$ cat src/rtl/wport_arbiter8_pkg.sv
// Shared types and helpers for the wport_arbiter8 round-robin arbiter.
package wport_arb_pkg;

    typedef enum logic {IDLE, OWN} arb_state_t;

    localparam int NREQ  = 8;
    localparam int IDX_W = 3;

    // Index of the first set bit of mask, scanning ptr, ptr+1, ... with
    // wrap-around modulo NREQ. Returns 0 when mask is empty.
    function automatic logic [IDX_W-1:0] rr_pick(
        input logic [NREQ-1:0]  mask,
        input logic [IDX_W-1:0] ptr
    );
        logic [IDX_W-1:0] idx;
        logic [IDX_W-1:0] result;
        result = '0;
        // Scan from the far end back towards ptr so the nearest hit wins last.
        for (int i = NREQ - 1; i >= 0; i--) begin
            idx = ptr + IDX_W'(i);
            if (mask[idx]) begin
                result = idx;
            end
        end
        return result;
    endfunction

endpackage

$ cat src/rtl/decoder3_8.sv
// 3-to-8 one-hot decoder with enable; all outputs low when disabled.
module decoder3_8 (
    input  logic [2:0] i_sel,
    input  logic       i_en,
    output logic [7:0] o_y
);

    // Decode the select into a single asserted line when enabled.
    always_comb begin
        // NOTE: default assignment first so every path drives o_y and no latch is inferred.
        o_y = '0;
        if (i_en) begin
            o_y[i_sel] = 1'b1;
        end
    end

endmodule

$ cat src/rtl/wport_arbiter8.sv
// wport_arbiter8: round-robin arbiter sharing one 8-way decoded resource
// (e.g. the register-file write port) among 8 requesters. The owner keeps
// the grant while its request stays high and is preempted after MAX_HOLD
// consecutive cycles when another requester is waiting. MAX_HOLD legal
// range is 1..8; CNT_W must be wide enough to hold MAX_HOLD-1.
//
// Optional feature (macro WPORT_ARB_LOCK_EN): adds an 8-bit lock input.
// While lock[owner] and req[owner] are both high the owner is never
// preempted; release behaviour is unchanged and non-owner lock bits are
// ignored. Without the macro the port is absent and preemption is always on.
module wport_arbiter8
    import wport_arb_pkg::*;
#(
    parameter int MAX_HOLD = 4,
    parameter int CNT_W    = 3
) (
    input  logic             clk,
    input  logic             reset_n,
`ifdef WPORT_ARB_LOCK_EN
    input  logic [NREQ-1:0]  lock,
`endif
    input  logic [NREQ-1:0]  req,
    output logic [NREQ-1:0]  gnt,
    output logic [IDX_W-1:0] gnt_idx,
    output logic             gnt_valid,
    output logic             preempt
);

    localparam logic [CNT_W-1:0] HOLD_LAST = CNT_W'(MAX_HOLD - 1);

    arb_state_t       r_state;
    logic [IDX_W-1:0] r_ptr;
    logic [IDX_W-1:0] r_owner;
    logic [CNT_W-1:0] r_hold_cnt;
    logic             r_gnt_valid;
    logic             r_preempt;

    arb_state_t       w_state_nxt;
    logic [IDX_W-1:0] w_ptr_nxt;
    logic [IDX_W-1:0] w_owner_nxt;
    logic [CNT_W-1:0] w_hold_nxt;
    logic             w_valid_nxt;
    logic             w_preempt_nxt;

    logic [NREQ-1:0]  w_others;
    logic [IDX_W-1:0] w_owner_plus1;
    logic             w_lock_hold;

    assign w_others      = req & ~(NREQ'(1) << r_owner);
    assign w_owner_plus1 = r_owner + IDX_W'(1);

`ifdef WPORT_ARB_LOCK_EN
    assign w_lock_hold = lock[r_owner];
`else
    assign w_lock_hold = 1'b0;
`endif

    // Next-state, pointer, owner and hold-counter logic.
    always_comb begin
        w_state_nxt   = r_state;
        w_ptr_nxt     = r_ptr;
        w_owner_nxt   = r_owner;
        w_hold_nxt    = r_hold_cnt;
        w_valid_nxt   = r_gnt_valid;
        w_preempt_nxt = 1'b0;

        case (r_state)
            IDLE: begin
                if (|req) begin
                    w_state_nxt = OWN;
                    w_owner_nxt = rr_pick(req, r_ptr);
                    w_hold_nxt  = '0;
                    w_valid_nxt = 1'b1;
                end
            end

            OWN: begin
                if (!req[r_owner]) begin
                    // Release: hand over with no idle gap if anyone else waits.
                    w_ptr_nxt  = w_owner_plus1;
                    w_hold_nxt = '0;
                    if (|w_others) begin
                        w_owner_nxt = rr_pick(w_others, w_owner_plus1);
                    end else begin
                        w_state_nxt = IDLE;
                        w_owner_nxt = '0;
                        w_valid_nxt = 1'b0;
                    end
                end else if ((|w_others) && (r_hold_cnt == HOLD_LAST) && !w_lock_hold) begin
                    // Hold limit reached with others pending: force a switch.
                    w_ptr_nxt     = w_owner_plus1;
                    w_owner_nxt   = rr_pick(w_others, w_owner_plus1);
                    w_hold_nxt    = '0;
                    w_preempt_nxt = 1'b1;
                end else if (r_hold_cnt != HOLD_LAST) begin
                    w_hold_nxt = r_hold_cnt + CNT_W'(1);
                end
            end

            default: begin
                w_state_nxt = IDLE;
                w_owner_nxt = '0;
                w_valid_nxt = 1'b0;
            end
        endcase
    end

    // State and output registers with synchronous active-low reset.
    always_ff @(posedge clk) begin
        // NOTE: non-blocking assignments so every register samples pre-edge values.
        if (!reset_n) begin
            r_state     <= IDLE;
            r_ptr       <= '0;
            r_owner     <= '0;
            r_hold_cnt  <= '0;
            r_gnt_valid <= 1'b0;
            r_preempt   <= 1'b0;
        end else begin
            r_state     <= w_state_nxt;
            r_ptr       <= w_ptr_nxt;
            r_owner     <= w_owner_nxt;
            r_hold_cnt  <= w_hold_nxt;
            r_gnt_valid <= w_valid_nxt;
            r_preempt   <= w_preempt_nxt;
        end
    end

    assign gnt_idx   = r_owner;
    assign gnt_valid = r_gnt_valid;
    assign preempt   = r_preempt;

    decoder3_8 u_gnt_dec (
        .i_sel (r_owner),
        .i_en  (r_gnt_valid),
        .o_y   (gnt)
    );

endmodule

$ cat config.mk
export PLATFORM = sky130hd
export DESIGN_NAME = wport_arbiter8
export DESIGN_NICKNAME = d
export VERILOG_FILES = /design/src/rtl/wport_arbiter8_pkg.sv /design/src/rtl/decoder3_8.sv /design/src/rtl/wport_arbiter8.sv
export SDC_FILE = /design/constraint.sdc
export NUM_CORES = 1
export LEC_CHECK = 0
export BUFFER_PORTS_ARGS = -buffer_cell sky130_fd_sc_hd__buf_2
export CAP_MARGIN = 5
export CORE_ASPECT_RATIO = 1.25
export CORE_MARGIN = 3
export CORE_UTILIZATION = 60
export DETAILED_ROUTE_END_ITERATION = 10
export PLACE_DENSITY = 0.8
export SKIP_LAST_GASP = 1
export SLEW_MARGIN = 20
export SYNTH_ARGS = -nofsm -noshare
export SYNTH_HDL_FRONTEND = slang
export SYNTH_SLANG_ARGS = --single-unit
$ cat constraint.sdc
create_clock -name clk -period 3.9 [get_ports clk]
set_input_delay 0.195 -clock clk [delete_from_list [all_inputs] [get_ports clk]]
set_output_delay 0.195 -clock clk [all_outputs]
set_load 0.01 [all_outputs]
Word-level counts from Yosys, hierarchy flattened:

Index checks and enable logic that the tools add are counted.

* flip-flop bits (word level): 12
* output and inout port bits: 13
* logic and storage cells: 135

* add/sub/neg operators: 16
* magnitude comparators: 18
* equal/unequal tests: 8
* shifts and indexed selects: 1
* muxes and demuxes: 74
* bitwise gates (word level): 3
* reductions and logical operators: 9

Operators by type and width (number)
* $mux W3: 26
* $lt A3 B4 Y1 const B: 17
* $bmux W1 S3: 17
* $mux W1: 25
* $add A3 B3 Y3 const B: 8
* $reduce_or A8 Y1: 2
* $add A3 B1 Y3 const B: 4
* $add A3 B2 Y3 const B: 4
* $pmux W3 S2: 2
* $and A8 B8 Y8: 1
* $mux W8: 1
* $not A8 Y8: 1
* $shl A1 B3 Y8 const A: 1
* $ne A2 B2 Y1 const B: 3
* $ne A3 B2 Y1 const B: 2
* $reduce_and A2 Y1: 3
* $reduce_and A3 Y1: 2
* $ne A4 B2 Y1 const B: 1
* $pmux W1 S2: 2
* $demux W1 S3: 1
* $eq A3 B2 Y1 const B: 1
* $ge A3 B1 Y1 const B: 1
* $logic_and A1 B1 Y1: 2
* $ne A2 B1 Y1 const B: 1
* $not A1 Y1: 1

Logic depth before layout (Yosys ltp):

* depth in word-level cells: 16
* gate-level depth with buffers: 13
* mapped depth without buffers: 10

Hierarchy:

A second synthesis with hierarchy kept.

* cells, all modules: 300
* area total of the unflattened synthesis: 2509.9 um2

By module, submodules not included
* wport_arbiter8: instances 1, cells an instance 292, area each 2414.8 um2
* decoder3_8: instances 1, cells an instance 8, area each 95.1 um2

Worst setup path before layout:

Ideal clock, no wire load.

* path kind: reg2reg
* start point: register r_owner[0], in the netlist gnt_idx[0]
* end point: register r_owner[1], in the netlist gnt_idx[1]
* arrival: 2.953 ns
* required time: 3.761 ns
* setup slack: 0.808 ns
* stages on the path, launching flop included: 12
* path buffers: 2
* clock period less this slack: 3.092 ns
* cells stage by stage: dfxtp_1 > buf_6 > buf_8 > inv_1 > ha_1 > xnor2_2 > mux4_2 > nor3b_2 > a211o_1 > a41oi_1 > a221o_1 > a31oi_1

* elaborated cells between the ends (all ways): 45

RTL lines
* start, declared: line wport_arbiter8.sv:33 `logic [IDX_W-1:0] r_owner;`
* start signal, assigned: line wport_arbiter8.sv:121 `r_owner <= w_owner_nxt;`
* $add A3 B1 Y3 (*): line wport_arbiter8.sv:50 `assign w_owner_plus1 = r_owner + IDX_W'(1);`
* via w_owner_plus1[0]: line wport_arbiter8.sv:46 `logic [IDX_W-1:0] w_owner_plus1;`
* $add A3 B3 Y3: line wport_arbiter8_pkg.sv:20 `idx = ptr + IDX_W'(i);`
* $bmux W1 S3: line wport_arbiter8_pkg.sv:21 `if (mask[idx]) begin`
* $mux W1 (implied by the code): line wport_arbiter8_pkg.sv:21
* $mux W3 (7 in a row): line wport_arbiter8_pkg.sv:21
* $mux W3 (*): line wport_arbiter8_pkg.sv:21
* $mux W3 (on tied branches): line wport_arbiter8.sv:82, wport_arbiter8.sv:89
* $mux W3 (*): line wport_arbiter8.sv:78 `if (!req[r_owner]) begin`
* $pmux W3 S2 (*): line wport_arbiter8.sv:67 `case (r_state)`

The timed path passes the listed nets; every way through them passes the cells marked *. The select of a mux whose other input is x is not followed.
A chain may end at the register's enable or synchronous reset.

Worst setup path in the final report:

* start point: register r_owner[2], in the netlist gnt_idx[2]
* end point: register r_owner[1], in the netlist gnt_idx[1]

* longest elaborated chain between the ends: 16
* elaborated cells between the ends (all ways): 45

RTL lines
* branches (longest 16 deep; another with $add A3 B1 Y3)

Several ways; the timed one is not identified. The select of a mux whose other input is x is not followed.

==> metrics.md <==
| Metric | Value |
|---|---|
| Outcome | `finished clean` |
| R2R Path End | `gnt_idx[1]` |
| Crit share post-route | `0.8454` |
| Worst path slowest cell | `dfxtp_1` |
| Vias | `between 2,000 and 2,500` |
| Worst EP arrival | `3.46 ns` |
| Global-route wire length before repair | `10,660 um` |
| R2R setup slack | `a little over 0.6 ns` |
| Worst-case reg-to-reg path depth | `11` |
| Port Buf Inserts | `22` |
| CTS tree | `built` |
| CTS root buf | `clkbuf_8` |
| Starting Density | `0.6467` |
| Synthesized Nets | `around 330` |
| Cts hold-fix bufs | `0` |
| Die ar. | `approximately 4700 um2` |
| Share of layout cells above drive strength 1 | `0.1950` |
| Hpwl dp | `about 4700 um` |
| Pin count of the biggest net entering global routing | `25` |
| Gate Count Post-Synth | `between 300 and 400` |
| H-tree depth | `1` |
| Ys flop type | `dfxtp_1` |
| Tmin final | `approximately 3.3 ns` |
| Instance count on the critical path | `11` |
| Commonest non-fill, non-tap cell in the layout | `nand2_1` |
| CTS Buf Count | `3` |
| Max VDD drop | `818.2 uV` |
| Reg-to-Reg Start | `gnt_idx[2]` |
| RSZ-0062 raised after global routing | `false` |
| Cell area power density | `approximately 850 nW/um2` |
| Fin Hold WS | `~0.28 ns` |
| Max-Cap Viols | `0` |
| Syn avg cell area | `between 7 and 8 um2` |
| CP Launch Type | `register` |
| Hold Violations, Final | `0` |
| Most frequent cells in the layout | `36 x nand2_1, 35 x nor2_1, 22 x buf_2` |
| Top delay family on crit path | `compound AO/OA/AOI/OAI gates` |
| Syn. warnings | `0` |
| Antenna Violating Nets Remaining | `0` |
| Min-delay worst type | `in -> reg` |
| Routed wire length | `between 6000 and 7000 um` |
| # IOs | `23` |
| End of the critical path | `gnt_idx[1]` |
| Cell row count | `24` |
| Grt ovf | `0` |
| Vias in the first global route | `~2,200` |
| Buf/Inv on CP | `2` |
| DRT Pass-1 Iters | `5` |
| Core Area | `about 3600 um2` |
| Final Wtd Congestion | `0.9878` |
| Final setup violation count | `0` |
| Residual DRC | `0` |
| Required @ worst endpoint | `between 4 and 5 ns` |
| Synth cell types | `between 60 and 70` |
| Worst slew pin tran | `between 0.6 and 0.7 ns` |
| CP startpoint | `gnt_idx[2]` |
| Pleak | `approximately 1.0 nW` |
| Ant. Diodes | `0` |
| Layout net count | `346` |
| Syn Std Cell Area | `2350 um2` |
| Setup TNS | `0 ns` |
| P&R area growth vs syn | `6.390%` |
| CP cell instances | `inv_1 -> ha_1 -> buf_4 -> xor2_1 -> nor2_1 -> a22o_1 -> a221oi_2 -> a211o_1 -> o311ai_1 -> a221o_1 -> a31oi_1` |
| Pins Over Slew Limit | `0` |
| Die W | `just over 60 um` |
| Clk_lat worst skew | `approximately 0.24 ns` |
| Crit-path max FO | `24` |
| Initial drt markers | `around 270` |
| Sequential area share after synthesis | `0.1022` |
| FILL cells | `approximately 330` |
| Clock transition at path regs | `approximately 0.050 ns` |
| Post-CTS sizing | `0` |
| Synth Register Bits | `12` |
| Fmax | `roughly 300 MHz` |
| Clock Skews | `between 0.003 and 0.004 ns` |
| Post-synth EDFFs | `0` |
| CTS sink count | `12` |
| Worst path max stage delay | `roughly 0.60 ns` |
| Postcts setup bufs | `0` |
| CP Class | `reg -> reg` |
| Max Buffers Root-to-Sink | `2` |
| Initial antenna violation count | `0` |
| Worst setup EP type | `register` |
| GRT Total Usage | `0.2853` |
| Asr flop ratio synth | `0` |
| Routed len/inst | `around 17 um` |
| Die Height | `approximately 76 um` |
| Via-to-Cell Ratio | `~6.6` |
| Relative slew slack | `0.5985` |
[worst min-delay path by stage]
stage | from | end | slack [ns] | cells after the start
4_1_cts | reset_n | gnt_idx[0] | 0.27 | 3
3_3_place_gp | r_hold_cnt[2] | r_hold_cnt[2] | 0.47 | 1
5_1_grt | reset_n | gnt_idx[0] | 0.31 | 3
2_1_floorplan | reset_n | gnt_idx[0] | 0.33 | 2
6_report | reset_n | gnt_idx[1] | 0.28 | 3
3_5_place_dp | r_hold_cnt[2] | r_hold_cnt[2] | 0.48 | 1
[per-stage QoR]
stage                     area (um2)  utilization  setup slack [ns]  cells  power [mW]
after CTS                       2500       0.6880            0.6853    375       2.091
after floorplan                 2350            -            0.8076    310       1.655
final                           2500       0.6880            0.6030    375       2.127
after global placement          2459       0.6767            0.7241    372       1.952
after detailed placement        2459       0.6767            0.6870    372       1.969
after global routing            2500       0.6880            0.3721    375       2.330
[logic make-up (layout without fill, tap and decap cells)]
logic type / after synthesis / after routing / synth area share
and+or+nand+nor: 119 / 119 / 0.2439
AOI/OAI and AO/OA: 93 / 93 / 0.2700
muxes: 37 / 37 / 0.2220
buffers and inverters: 32 / 45 / 0.06975
DFF: 12 / 12 / 0.1022
adders and majority gates: 11 / 11 / 0.05857
xor gates and xnor gates: 6 / 6 / 0.03355
[worst reg2reg max path, delay by kind of cell (launching register included)]
family                     cells  cell delay [ns]
AOI/OAI and AO/OA              6             1.35
DFF                            1             0.60
buffers and inverters          2             0.45
adders and majority gates      1             0.42
xor gates and xnor gates       1             0.32
and+or+nand+nor                1             0.09
[synth_stat cells, drive strengths merged, types with 3 or more instances]
master / number / share of area
a2111oi: 3 / 0.011
a211o: 4 / 0.015
a21oi: 20 / 0.043
a31oi: 5 / 0.013
buf: 8 / 0.031
clkbuf: 10 / 0.016
dfxtp: 12 / 0.10
ha: 11 / 0.059
inv: 12 / 0.019
mux2: 7 / 0.038
mux2i: 21 / 0.096
mux4: 9 / 0.088
nand2: 36 / 0.058
nand2b: 6 / 0.016
nand3: 6 / 0.013
nand4: 4 / 0.011
nor2: 36 / 0.059
nor2b: 8 / 0.022
nor3: 8 / 0.017
nor3b: 3 / 0.012
o211ai: 4 / 0.013
o21a: 3 / 0.0096
o21ai: 22 / 0.047
o221ai: 4 / 0.015
o22ai: 5 / 0.013
o311ai: 4 / 0.018
xor2: 4 / 0.023
[final cells by class]
class                      instances  area, um2  area share
clock buffer                       3      41.29     0.01652
inverter                          14      52.55     0.02102
multi-input combinational        266       1946      0.7783
sequential                        12      240.2     0.09610
tap                               52      65.06     0.02603
timing repair buffer              28      155.1     0.06206
[registers in the layout (all words and copies together) (netlist names)]
| signal | flops |
|---|---|
| r_ptr | 3 |
| preempt | 1 |
| r_hold_cnt | 3 |
| gnt_idx | 3 |
| r_state | 1 |
| gnt_valid | 1 |
[report_power, final]
group / switching [mW] / leakage, nW / internal [mW]
registers: 0.0498 / 0.0983 / 0.147
logic: 1.07 / 0.893 / 0.752
clock network: 0.0442 / 0.0216 / 0.0680
total: 1.16 / 1.01 / 0.967
[routing by layer]
metal / routed length [um] / share of wire / global-route usage / vias to the layer above
li1: - / - / - / 1189
met1: 2673 / 0.42 / 0.3861 / 1164
met2: 3120 / 0.50 / 0.4564 / 94
met3: 319 / 0.051 / 0.03061 / 13
met4: 180 / 0.029 / 0.09554 / 0
met5: 0 / 0 / 0 / -
Power figures use the tool's default switching activity.
